### src/rtl/alu_issue_stage.sv
// Operand-issue stage ahead of ALU16: register file, operand forwarding,
// load-use hazard stall and a valid/ready ID/EX pipeline register.
module alu_issue_stage #(
  parameter int DATAW = 16,
  parameter int NREG  = 8,
  parameter int REGW  = 3,
  parameter int CNTW  = 16
) (
  input  logic             Clock,
  input  logic             Reset_n,
  input  logic             Flush,
  input  logic             In_Valid,
  output logic             In_Ready,
  input  logic [REGW-1:0]  In_Rs,
  input  logic [REGW-1:0]  In_Rt,
  input  logic [REGW-1:0]  In_Rd,
  input  logic [3:0]       In_Op,
  input  logic             In_AInvert,
  input  logic             In_UseImm,
  input  logic [DATAW-1:0] In_Imm,
  input  logic             In_IsLoad,
  input  logic [DATAW-1:0] Alu_Result,
  input  logic             Ex_En,
  input  logic [REGW-1:0]  Ex_Rd,
  input  logic [DATAW-1:0] Ex_Data,
  input  logic             Ex_IsLoad,
  input  logic             Wb_En,
  input  logic [REGW-1:0]  Wb_Rd,
  input  logic [DATAW-1:0] Wb_Data,
  output logic             Out_Valid,
  input  logic             Out_Ready,
  output logic [DATAW-1:0] Out_A,
  output logic [DATAW-1:0] Out_B,
  output logic [3:0]       Out_Op,
  output logic             Out_AInvert,
  output logic [REGW-1:0]  Out_Rd,
  output logic             Out_IsLoad,
  output logic [CNTW-1:0]  StallCount
);

  logic [DATAW-1:0] rf_q [NREG];

  logic             valid_q, valid_d;
  logic [DATAW-1:0] a_q, a_d;
  logic [DATAW-1:0] b_q, b_d;
  logic [3:0]       op_q, op_d;
  logic             ainv_q, ainv_d;
  logic [REGW-1:0]  rd_q, rd_d;
  logic             isload_q, isload_d;
  logic [CNTW-1:0]  cnt_q, cnt_d;

  logic [REGW-1:0]  src [2];
  logic [DATAW-1:0] opnd [2];
  logic [1:0]       src_haz;
  logic             hazard;
  logic             accept;
  logic             stall;

  assign src[0] = In_Rs;
  assign src[1] = In_Rt;

  // Forwarding priority: youngest producer first, so the ALU output beats
  // EX/MEM, which beats writeback, which beats the stored value.
  // NOTE: every combinational output gets a default before any branch, so no
  // path leaves it unassigned and no latch is inferred.
  always_comb begin
    for (int i = 0; i < 2; i++) begin
      opnd[i] = rf_q[src[i]];
      if (src[i] == '0)
        opnd[i] = '0;
      else if (valid_q && rd_q == src[i] && !isload_q)
        opnd[i] = Alu_Result;
      else if (Ex_En && Ex_Rd == src[i] && !Ex_IsLoad)
        opnd[i] = Ex_Data;
      else if (Wb_En && Wb_Rd == src[i])
        opnd[i] = Wb_Data;

      src_haz[i] = (src[i] != '0) &&
                   ((valid_q && isload_q && rd_q == src[i]) ||
                    (Ex_En && Ex_IsLoad && Ex_Rd == src[i]));
    end
  end

  // Rt is not a real source when the immediate replaces operand B.
  assign hazard   = src_haz[0] | (src_haz[1] & ~In_UseImm);
  assign In_Ready = !Flush && !hazard && (!valid_q || Out_Ready);
  assign accept   = In_Valid && In_Ready;
  assign stall    = In_Valid && hazard && !Flush;

  always_comb begin
    valid_d  = valid_q;
    a_d      = a_q;
    b_d      = b_q;
    op_d     = op_q;
    ainv_d   = ainv_q;
    rd_d     = rd_q;
    isload_d = isload_q;
    if (Flush) begin
      valid_d = 1'b0;
    end else if (accept) begin
      valid_d  = 1'b1;
      a_d      = opnd[0];
      b_d      = In_UseImm ? In_Imm : opnd[1];
      op_d     = In_Op;
      ainv_d   = In_AInvert;
      rd_d     = In_Rd;
      isload_d = In_IsLoad;
    end else if (Out_Ready) begin
      valid_d = 1'b0;
    end
    cnt_d = (stall && cnt_q != '1) ? cnt_q + CNTW'(1) : cnt_q;
  end

  // NOTE: sequential state uses non-blocking assignments so every register
  // samples pre-edge values regardless of block evaluation order.
  always_ff @(posedge Clock or negedge Reset_n) begin
    if (!Reset_n) begin
      valid_q  <= 1'b0;
      a_q      <= '0;
      b_q      <= '0;
      op_q     <= '0;
      ainv_q   <= 1'b0;
      rd_q     <= '0;
      isload_q <= 1'b0;
      cnt_q    <= '0;
    end else begin
      valid_q  <= valid_d;
      a_q      <= a_d;
      b_q      <= b_d;
      op_q     <= op_d;
      ainv_q   <= ainv_d;
      rd_q     <= rd_d;
      isload_q <= isload_d;
      cnt_q    <= cnt_d;
    end
  end

  // NOTE: the register file is reset because software may read a register
  // before writing it and must see 0; this keeps it in flops, not a RAM macro.
  always_ff @(posedge Clock or negedge Reset_n) begin
    if (!Reset_n) begin
      for (int r = 0; r < NREG; r++) rf_q[r] <= '0;
    end else if (Wb_En && Wb_Rd != '0) begin
      rf_q[Wb_Rd] <= Wb_Data;
    end
  end

  assign Out_Valid   = valid_q;
  assign Out_A       = a_q;
  assign Out_B       = b_q;
  assign Out_Op      = op_q;
  assign Out_AInvert = ainv_q;
  assign Out_Rd      = rd_q;
  assign Out_IsLoad  = isload_q;
  assign StallCount  = cnt_q;

endmodule
### config.mk
export PLATFORM = sky130hd
export DESIGN_NAME = alu_issue_stage
export DESIGN_NICKNAME = d
export VERILOG_FILES = /design/src/rtl/alu_issue_stage.sv
export SDC_FILE = /design/constraint.sdc
export NUM_CORES = 1
export LEC_CHECK = 0
export BUFFER_PORTS_ARGS = -buffer_cell sky130_fd_sc_hd__buf_2
export CORE_ASPECT_RATIO = 0.7
export CORE_UTILIZATION = 45
export DETAILED_ROUTE_END_ITERATION = 10
export HOLD_SLACK_MARGIN = 0.15
export PLACE_DENSITY_LB_ADDON = 0.15
export SETUP_SLACK_MARGIN = 0.02
export SYNTH_ARGS = -nofsm -noshare
export SYNTH_HDL_FRONTEND = slang
export SYNTH_SLANG_ARGS = --single-unit
### constraint.sdc
create_clock -name Clock -period 2.9 [get_ports Clock]
set_input_delay 0.145 -clock Clock [delete_from_list [all_inputs] [get_ports Clock]]
set_output_delay 0.145 -clock Clock [all_outputs]
set_load 0.01 [all_outputs]
; ---- After elaboration in Yosys (flattened, before gate mapping)
; Cells that the tools add are included.
[word_totals]
reg_bits = 186
inputBits = 94
out_inout_bits = 59
elab_cells = 97
[classes]
n_addsub = 1
magnitude_cmp = 4
eq_ne = 7
n_mux = 21
bitwise_logic = 7
reduce_logical = 41
[ops]
columns = cell, count
row1 = $mux W16, 14
row2 = $bwmux W128, 1
row3 = $bmux W16 S3, 2
row4 = $demux W16 S3, 1
row5 = $logic_and A1 B1 Y1, 26
row6 = $eq A3 B3 Y1, 6
row7 = $add A16 B1 Y16 const B, 1
row8 = $ne A16 B16 Y1 const B, 1
row9 = $ge A4 B4 Y1 const B, 3
row10 = $not A3 Y4, 3
row11 = $reduce_bool A3 Y1, 4
row12 = $logic_not A3 Y1, 2
row13 = $logic_not A1 Y1, 5
row14 = $lt A4 B1 Y1 const B, 1
row15 = $logic_or A1 B1 Y1, 3
row16 = $mux W1, 3
row17 = $not A1 Y1, 2
row18 = $reduce_and A2 Y1, 1
row19 = $and A1 B1 Y1, 1
row20 = $or A1 B1 Y1, 1

; ---- Logic depth before layout (Yosys ltp)
; Gate-level depths: netlist of run 1.
[depth]
depth_word = 12
mapped_depth = 9
ltp_nobuf = 6

; ---- Worst setup path before layout of run 1
; OpenSTA, ideal clock, no wires.
[synth_path]
kind = reg2reg
startpoint = reg rd_q[1] (netlist: Out_Rd[1])
endpoint = reg b_q[15] (netlist: Out_B[15])
setup_ns = 0.125
arrival_ns = 1.909
required_time_ns = 2.775
path_slack_ns = 0.866
path_stages_with_launch = 7
path_buffers = 1
synth_period_minus_slack_ns = 2.034
path_cell_list = dfrtp_1 > xor2_1 > or3_1 > o211ai_2 > buf_2 > o221ai_1 > mux2_2
[synth_via]
elab_chain_len = 11
elab_cells_between_ends = 20
cone_classes = 2 x eq/ne / 3 x mux / 2 x bitwise / 13 x reduce/logical
[synth_rtl]
columns = element, line_no
row1 = "start, declared", 48  ; logic [REGW-1:0] rd_q, rd_d;
row2 = "start signal, assigned", 132  ; rd_q <= rd_d;
row3 = $eq A3 B3 Y1, "71, 79"
row4 = $logic_and A1 B1 Y1, 79  ; ((valid_q && isload_q && rd_q == src[i]) ||
row5 = $logic_or A1 B1 Y1, 79
row6 = $logic_and A1 B1 Y1, 78  ; src_haz[i] = (src[i] != '0) &&
row7 = $and A1 B1 Y1, 85  ; assign hazard = src_haz[0] | (src_haz[1] & ~In_UseImm);
row8 = $or A1 B1 Y1, 85
row9 = $logic_not A1 Y1, 86  ; assign In_Ready = !Flush && !hazard && (!valid_q || Out_Ready);
row10 = $logic_and A1 B1 Y1 (2 in series), 86
row11 = $logic_and A1 B1 Y1, 87  ; assign accept = In_Valid && In_Ready;
row12 = $reduce_and A2 Y1 (no source line), n/a
row13 = "end signal, assigned", 120  ; b_q <= '0;
row14 = "end signal, assigned", 129  ; b_q <= b_d;
row15 = "end, declared", 45  ; logic [DATAW-1:0] b_q, b_d;
; Several ways; a longest one is shown, not always the timed one.
; A chain may end at the register's enable or synchronous reset.

; ---- Worst setup path after layout of run 1
[layout_path]
startpoint = reg rd_q[1] (netlist: Out_Rd[1])
endpoint = reg b_q[9] (netlist: Out_B[9])
; The elaborated chain is that of the path after synthesis.

==> summary.md, run 1 <==
| Metric | Value |
|---|---|
| Pwr/cell area | `637 nW/um2` |
| F_max | `372 MHz` |
| Layout area overhead | `25.3%` |
| Peak VDD IR | `~0.00042 V` |
| Share of flip-flops with an asynchronous set or reset | `100%` |
| Worst min path class | `in -> reg` |
| Synth top area share | `a little under half` |
| Row count | `45` |
| Top post-synthesis cells by area | `dfrtp_1 46%, mux4_2 14%, mux2_2 14%` |
| Starting Density | `roughly 46%` |
| Post-DRT Antenna Nets | `0` |
| DIE AREA | `23000 um2` |
| Rel. slew slack | `a little under three fifths` |
| Worst EP required | `about 3.2 ns` |
| #FFs+latches synth | `186` |
| Iter 0 DRT Violations | `714` |
| EDFF count, synth | `0` |
| Net count after synthesis | `883` |
| Worst R2R Path Depth | `7` |
| Vias | `a little under 8000` |
| Root Buffer | `clkbuf_16` |
| WL/cell | `~22 um` |
| RR Startpoint | `Out_Rd[1]$_DFFE_PN0P_` |
| Top cells by count, synth | `186 x dfrtp_1, 124 x mux2_2, 64 x mux4_2` |
| Reg2Reg Setup Slack | `between 0.2 and 0.25 ns` |
| GRT Residual Overflow | `0` |
| Register area | `4650 um2` |
| Synthesized area per cell | `12.8 um2` |
| Static leakage | `5.63 nW` |
| Multi-input gate area | `5070 um2` |
| FF-to-FF End | `Out_B[9]$_DFFE_PN0P_` |
| HPWL Detailed | `19300 um` |
| Total track usage | `around a quarter` |
| Synth Warn # | `0` |
| Chip Height | `127 um` |
| Tmin final | `2.68 ns` |
| Number of antenna violations at the first check in global routing | `0` |
| Yosys cell types | `44` |
| Core ar. | `21800 um2` |
| Endpoints failing hold | `0` |
| Worst-Margin Slew | `0.662 ns` |
| Number of global-route vias before repair | `7599` |
| Place WS | `0.490 ns` |
| DRC viols | `0` |
| Slew Viols, Final | `0` |
| Critical Path Start Type | `flip-flop` |
| WP data arrival | `3.01 ns` |
| RSZ-0062 raised after global routing | `false` |
| Sequential share of the synthesized area | `46.2%` |
| Hold Crit Depth | `4` |
| Leading area contributor after synthesis | `dfrtp_1` |
| Worst clock skew | `~0.017 ns` |
| Filler cells | `between 1500 and 2000` |
| Tcrit/Tclk final | `92.6%` |
| Outcome | `completed` |
| Setup bufs post-CTS | `0` |
| Vias/cell | `5.95` |
| Die width | `between 150 and 200 um` |
| Setup TNS | `0 ns` |
| Max Cap Viol | `0` |
| Top FF cell, synth | `dfrtp_1` |
| H-Tree Depth | `4` |
| First-pass GRT wire length | `around 45000 um` |
| Post-Route WL | `28900 um` |
| Hold_ws | `between 0.15 and 0.2 ns` |
| Largest net degree at the start of global routing | `63` |
| Cells after Synth | `roughly 790` |
| Critical Path End Type | `flip-flop` |
| Clock buffer depth | `2` |
| DR pass1 iterations | `5` |
| Setup ws final | `0.215 ns` |
| Share of cells above drive strength 1 | `~42%` |
| Num CTS Buffers | `17` |
| Clock transition at the registers of the reported paths | `0.08 ns` |
| Crit Path Max Fanout | `10` |
| Worst skew pair latency | `0.45 ns` |
| CTS sink count | `186` |
| Final nets | `1094` |
| Top Ports | `about 150` |
| Final setup viols | `0` |
| CTS tree | `built` |
| PortBufs | `~150` |
| Antenna diode count | `0` |
| HP Start | `Ex_Data[12]` |
| WHS Endpoint | `Out_B[12]$_DFFE_PN0P_` |
| Placer congestion estimate | `approximately 0.87` |
| Cell with the most instances after synthesis | `dfrtp_1` |
| Critical setup path kind | `reg -> reg` |
| Synthesized area | `10100 um2` |
==> metrics by stage <==
step	area, um2	util, %	instances	total power, mW
after global placement	11100	51.2	1174	5.42
after global routing	12600	57.9	1294	8.42
after detailed placement	11100	51.2	1174	5.46
final	12600	57.9	1294	8.04
after floorplan	10100	-	788	4.70
after CTS	12600	57.9	1294	8.05
==> what timing repair did <==
action,CTS,global route
setup endpoints to repair,0,13
gates resized for setup,0,1
endpoints found under the hold margin,212,0
hold buffers,88,0
==> state kept, by name, indices dropped and copies added, names as in the netlist <==
register and flops:
rf_q 128, Out_A 16, Out_B 16, StallCount 16, Out_Op 4, Out_Rd 3
Out_AInvert 1, Out_IsLoad 1, Out_Valid 1
==> worst max path at each step <==
stage	startpoint	end	slack, ns	cells after the start
finish	Out_Rd[1]$_DFFE_PN0P_	Out_B[9]$_DFFE_PN0P_	0.22	7
global route	Out_Rd[1]$_DFFE_PN0P_	Out_B[7]$_DFFE_PN0P_	0.07	7
CTS	Out_Rd[0]$_DFFE_PN0P_	Out_A[10]$_DFFE_PN0P_	0.06	7
detailed placement	In_Rs[0]	Out_A[5]$_DFFE_PN0P_	0.49	7
global placement	In_Rs[0]	Out_A[10]$_DFFE_PN0P_	0.49	7
floorplan	Out_Rd[1]$_DFFE_PN0P_	Out_B[15]$_DFFE_PN0P_	0.87	6
==> layer usage <==
metal | global-route usage [%] | up-vias | wire length [um]
met4 | 5.93 | 0 | 210
met5 | 0 | - | 0
li1 | - | 3421 | -
met2 | 37.2 | 340 | 12300
met3 | 6.53 | 19 | 2160
met1 | 39.8 | 3914 | 14200
==> report_power, final <==
group	total (mW)	leakage [nW]	internal, mW	switching [mW]
Clock	2.40	0.285	1.29	1.10
Combinational	2.14	3.02	1.20	0.940
Sequential	3.50	2.32	3.10	0.398
Total	8.04	5.63	5.59	2.44
==> layout by cell type, fill, tap and decap left out, types with 2 or more instances in the layout <==
master and instances:
nand4b_1 3, clkinvlp_4 2, mux2_2 124, nor2_1 4, nand2_1 54, clkbuf_16 17, o21ai_0 57, a22oi_1 16
mux4_2 64, o221a_2 14, a32o_1 15, buf_4 22, nand4_1 13, xnor2_1 25, or3_1 16, inv_6 3
and4_1 3, mux2i_1 32, buf_12 4, nand2b_1 3, dfrtp_1 186, nor4bb_4 2, o221ai_1 2, or4_1 2
buf_2 151, nand3_1 5, inv_8 2, a21oi_1 18, inv_1 17, o21ai_1 4, bufinv_16 2, clkinv_4 4
nor3_1 5, and3_1 6, dlygate4sd3_1 88, xor2_1 8, nor3_2 3
==> kinds of logic after synthesis <==
logic type	count (synthesis)	share of synthesized area, %
multiplexers	220	31.4
flip-flops	186	46.2
AO/OA/AOI/OAI	133	9.16
AND/OR/NAND/NOR	124	6.37
buffers and inverters	91	3.90
XOR/XNOR	33	2.87
adder cells (fa/ha/maj)	1	0.124
==> area by class of cell <==
class	instances	area share [%]
inverter	17	0.505
clock inverter	14	1.30
clock buffer	18	3.40
timing repair buffer	266	15.0
multi-input combinational	511	40.1
sequential	186	36.9
tap	282	2.80
==> critical path, stage by stage (launching register included) <==
cell and delay [ns]:
dfrtp_1 0.44, xor2_1 0.19, or3_1 0.43, o211ai_2 0.46
buf_4 0.25, o221a_2 0.19, dlygate4sd3_1 0.54, o21ai_0 0.07
Note: power is estimated with default switching activity, not from simulation.
==> inputs of run 2 (changes only) <==
--- a/config.mk
+++ b/config.mk
@@ -8,6 +8,7 @@
 export BUFFER_PORTS_ARGS = -buffer_cell sky130_fd_sc_hd__buf_2
 export CORE_ASPECT_RATIO = 0.7
 export CORE_UTILIZATION = 45
+export CTS_BUF_LIST = sky130_fd_sc_hd__clkbuf_8
 export DETAILED_ROUTE_END_ITERATION = 10
 export HOLD_SLACK_MARGIN = 0.15
 export PLACE_DENSITY_LB_ADDON = 0.15
==> summary.md, run 2 (synthesis gave the netlist of run 1 again) <==
| Metric | Value |
|---|---|
| Crit-path slowest cell | `dlygate4sd3_1` |
| RR Startpoint | `Out_Rd[1]$_DFFE_PN0P_` |
| Util after Layout | `approximately 57%` |
| Max Cap Viol | `0` |
| Final nets | `1094` |
| Critical setup path kind | `reg -> reg` |
| Max FFs per register | `128` |
| Num CTS Buffers | `17` |
| Placer congestion estimate | `0.866` |
| DR pass1 iterations | `5` |
| Final Cell Area | `12400 um2` |
| Die width | `181 um` |
| Clock transition at the registers of the reported paths | `between 0.1 and 0.15 ns` |
| Vias | `about 7600` |
| Worst path cell trace | `xor2_1, or3_1, o211ai_2, buf_4, o221a_2, dlygate4sd3_1, o21ai_0` |
| First-pass GRT wire length | `45100 um` |
| Setup ws final | `0.198 ns` |
| Antenna diode count | `0` |
| Final setup viols | `0` |
| Post-Route WL | `28600 um` |
| Worst skew pair latency | `around 0.47 ns` |
| Top Ports | `about 150` |
| Worst min path class | `in -> async` |
| FF-to-FF End | `Out_B[9]$_DFFE_PN0P_` |
| Worst R2R Path Depth | `7` |
| Core ar. | `21800 um2` |
| Tmin final | `about 2.7 ns` |
| Largest net degree at the start of global routing | `63` |
| Tot Pwr | `7.44 mW` |
| Iter 0 DRT Violations | `678` |
| Largest Register | `rf_q` |
| Root Buffer | `clkbuf_8` |
| Clock buffer depth | `2` |
| Peak VDD IR | `0.000307 V` |
| DRC viols | `0` |
| F_max | `370 MHz` |
| Hold_ws | `0.190 ns` |
| Worst clock skew | `0.0135 ns` |
| Row count | `45` |
| Reg2Reg Setup Slack | `0.20 ns` |
| Critical Path Start Type | `flip-flop` |
| Most frequent cells in the layout | `186 x dfrtp_1, 151 x buf_2, 124 x mux2_2` |
| Number of antenna violations at the first check in global routing | `0` |
| Total track usage | `between 20% and 30%` |
| CTS tree | `built` |
| Tcrit/Tclk final | `93.2%` |
| Pwr/cell area | `598 nW/um2` |
| Rel. slew slack | `56.7%` |
| Layout area overhead | `23.5%` |
| Critical Path End Type | `flip-flop` |
| Endpoints failing hold | `0` |
| Crit Path Max Fanout | `10` |
| DIE AREA | `roughly 23000 um2` |
| Starting Density | `46.2%` |
| Slew Viols, Final | `0` |
| WP data arrival | `between 3 and 4 ns` |
| Setup TNS | `0 ns` |
| Chip Height | `127 um` |
| Post-DRT Antenna Nets | `0` |
| Placed Cells incl. Taps | `1174` |
| Area post-placement | `around 11000 um2` |
| PortBufs | `152` |
| Vias/cell | `5.90` |
| CTS sink count | `186` |
| HPWL Detailed | `19300 um` |
| Most common cell after layout, fill and taps aside | `dfrtp_1` |
| H-Tree Depth | `4` |
| Outcome | `completed` |
| RSZ-0062 raised after global routing | `false` |
| Critical path's largest stage delay | `0.54 ns` |
| GRT Residual Overflow | `0` |
| Place WS | `0.490 ns` |
| WL/cell | `22.1 um` |
| Number of global-route vias before repair | `7602` |
| Share of cells above drive strength 1 | `41.6%` |
| Non-filler cells, final | `1294` |
| Worst-Margin Slew | `0.649 ns` |
| Static leakage | `~5.5 nW` |
| Worst EP required | `3.25 ns` |
-- run 2: how the worst max path moves through the flow --
stage | slack [ns] | depth (start not counted) | end | from
after global placement | 0.49 | 7 | Out_A[10]$_DFFE_PN0P_ | In_Rs[0]
after detailed placement | 0.49 | 7 | Out_A[5]$_DFFE_PN0P_ | In_Rs[0]
after floorplan | 0.87 | 6 | Out_B[15]$_DFFE_PN0P_ | Out_Rd[1]$_DFFE_PN0P_
final | 0.20 | 7 | Out_B[9]$_DFFE_PN0P_ | Out_Rd[1]$_DFFE_PN0P_
after CTS | 0.05 | 7 | Out_A[15]$_DFFE_PN0P_ | Out_Rd[0]$_DFFE_PN0P_
after global routing | 0.07 | 7 | Out_B[7]$_DFFE_PN0P_ | Out_Rd[1]$_DFFE_PN0P_
-- run 2: area by class of cell --
cell class / count / area (um2)
clock inverters: 15 / 168
clock buffers: 17 / 234
well taps: 282 / 353
multi-input cells: 511 / 5070
inverters: 17 / 63.8
repair buffers: 266 / 1890
fillers: 1867 / 9360
flip-flops and latches: 186 / 4650
-- run 2: critical path: cells and delay by family (launching register included) --
kind                   cells  cell delay (ns)
buffers and inverters      2             0.79
flip-flops                 1             0.45
XOR/XNOR                   1             0.19
AO/OA/AOI/OAI              3             0.73
AND/OR/NAND/NOR            1             0.43
-- run 2: repair_timing --
item	CTS	global route
buffers inserted	0	0
hold buffers	88	0
setup endpoints to repair	0	14
resized for setup	0	2
hold endpoints to repair	258	0
-- run 2: power breakdown --
group | internal, mW | switching [mW]
clock network | 0.786 | 1.02
registers | 3.10 | 0.397
logic | 1.20 | 0.936
total | 5.08 | 2.36
-- run 2: layer usage --
layer  vias to the layer above  part of all wire, %  GRT usage, %
met5                         -                    0             0
met2                       348                   42          36.7
met1                      3867                   49          39.9
li1                       3414                    -             -
met4                         0                 0.58          4.88
met3                        11                  8.4          6.58
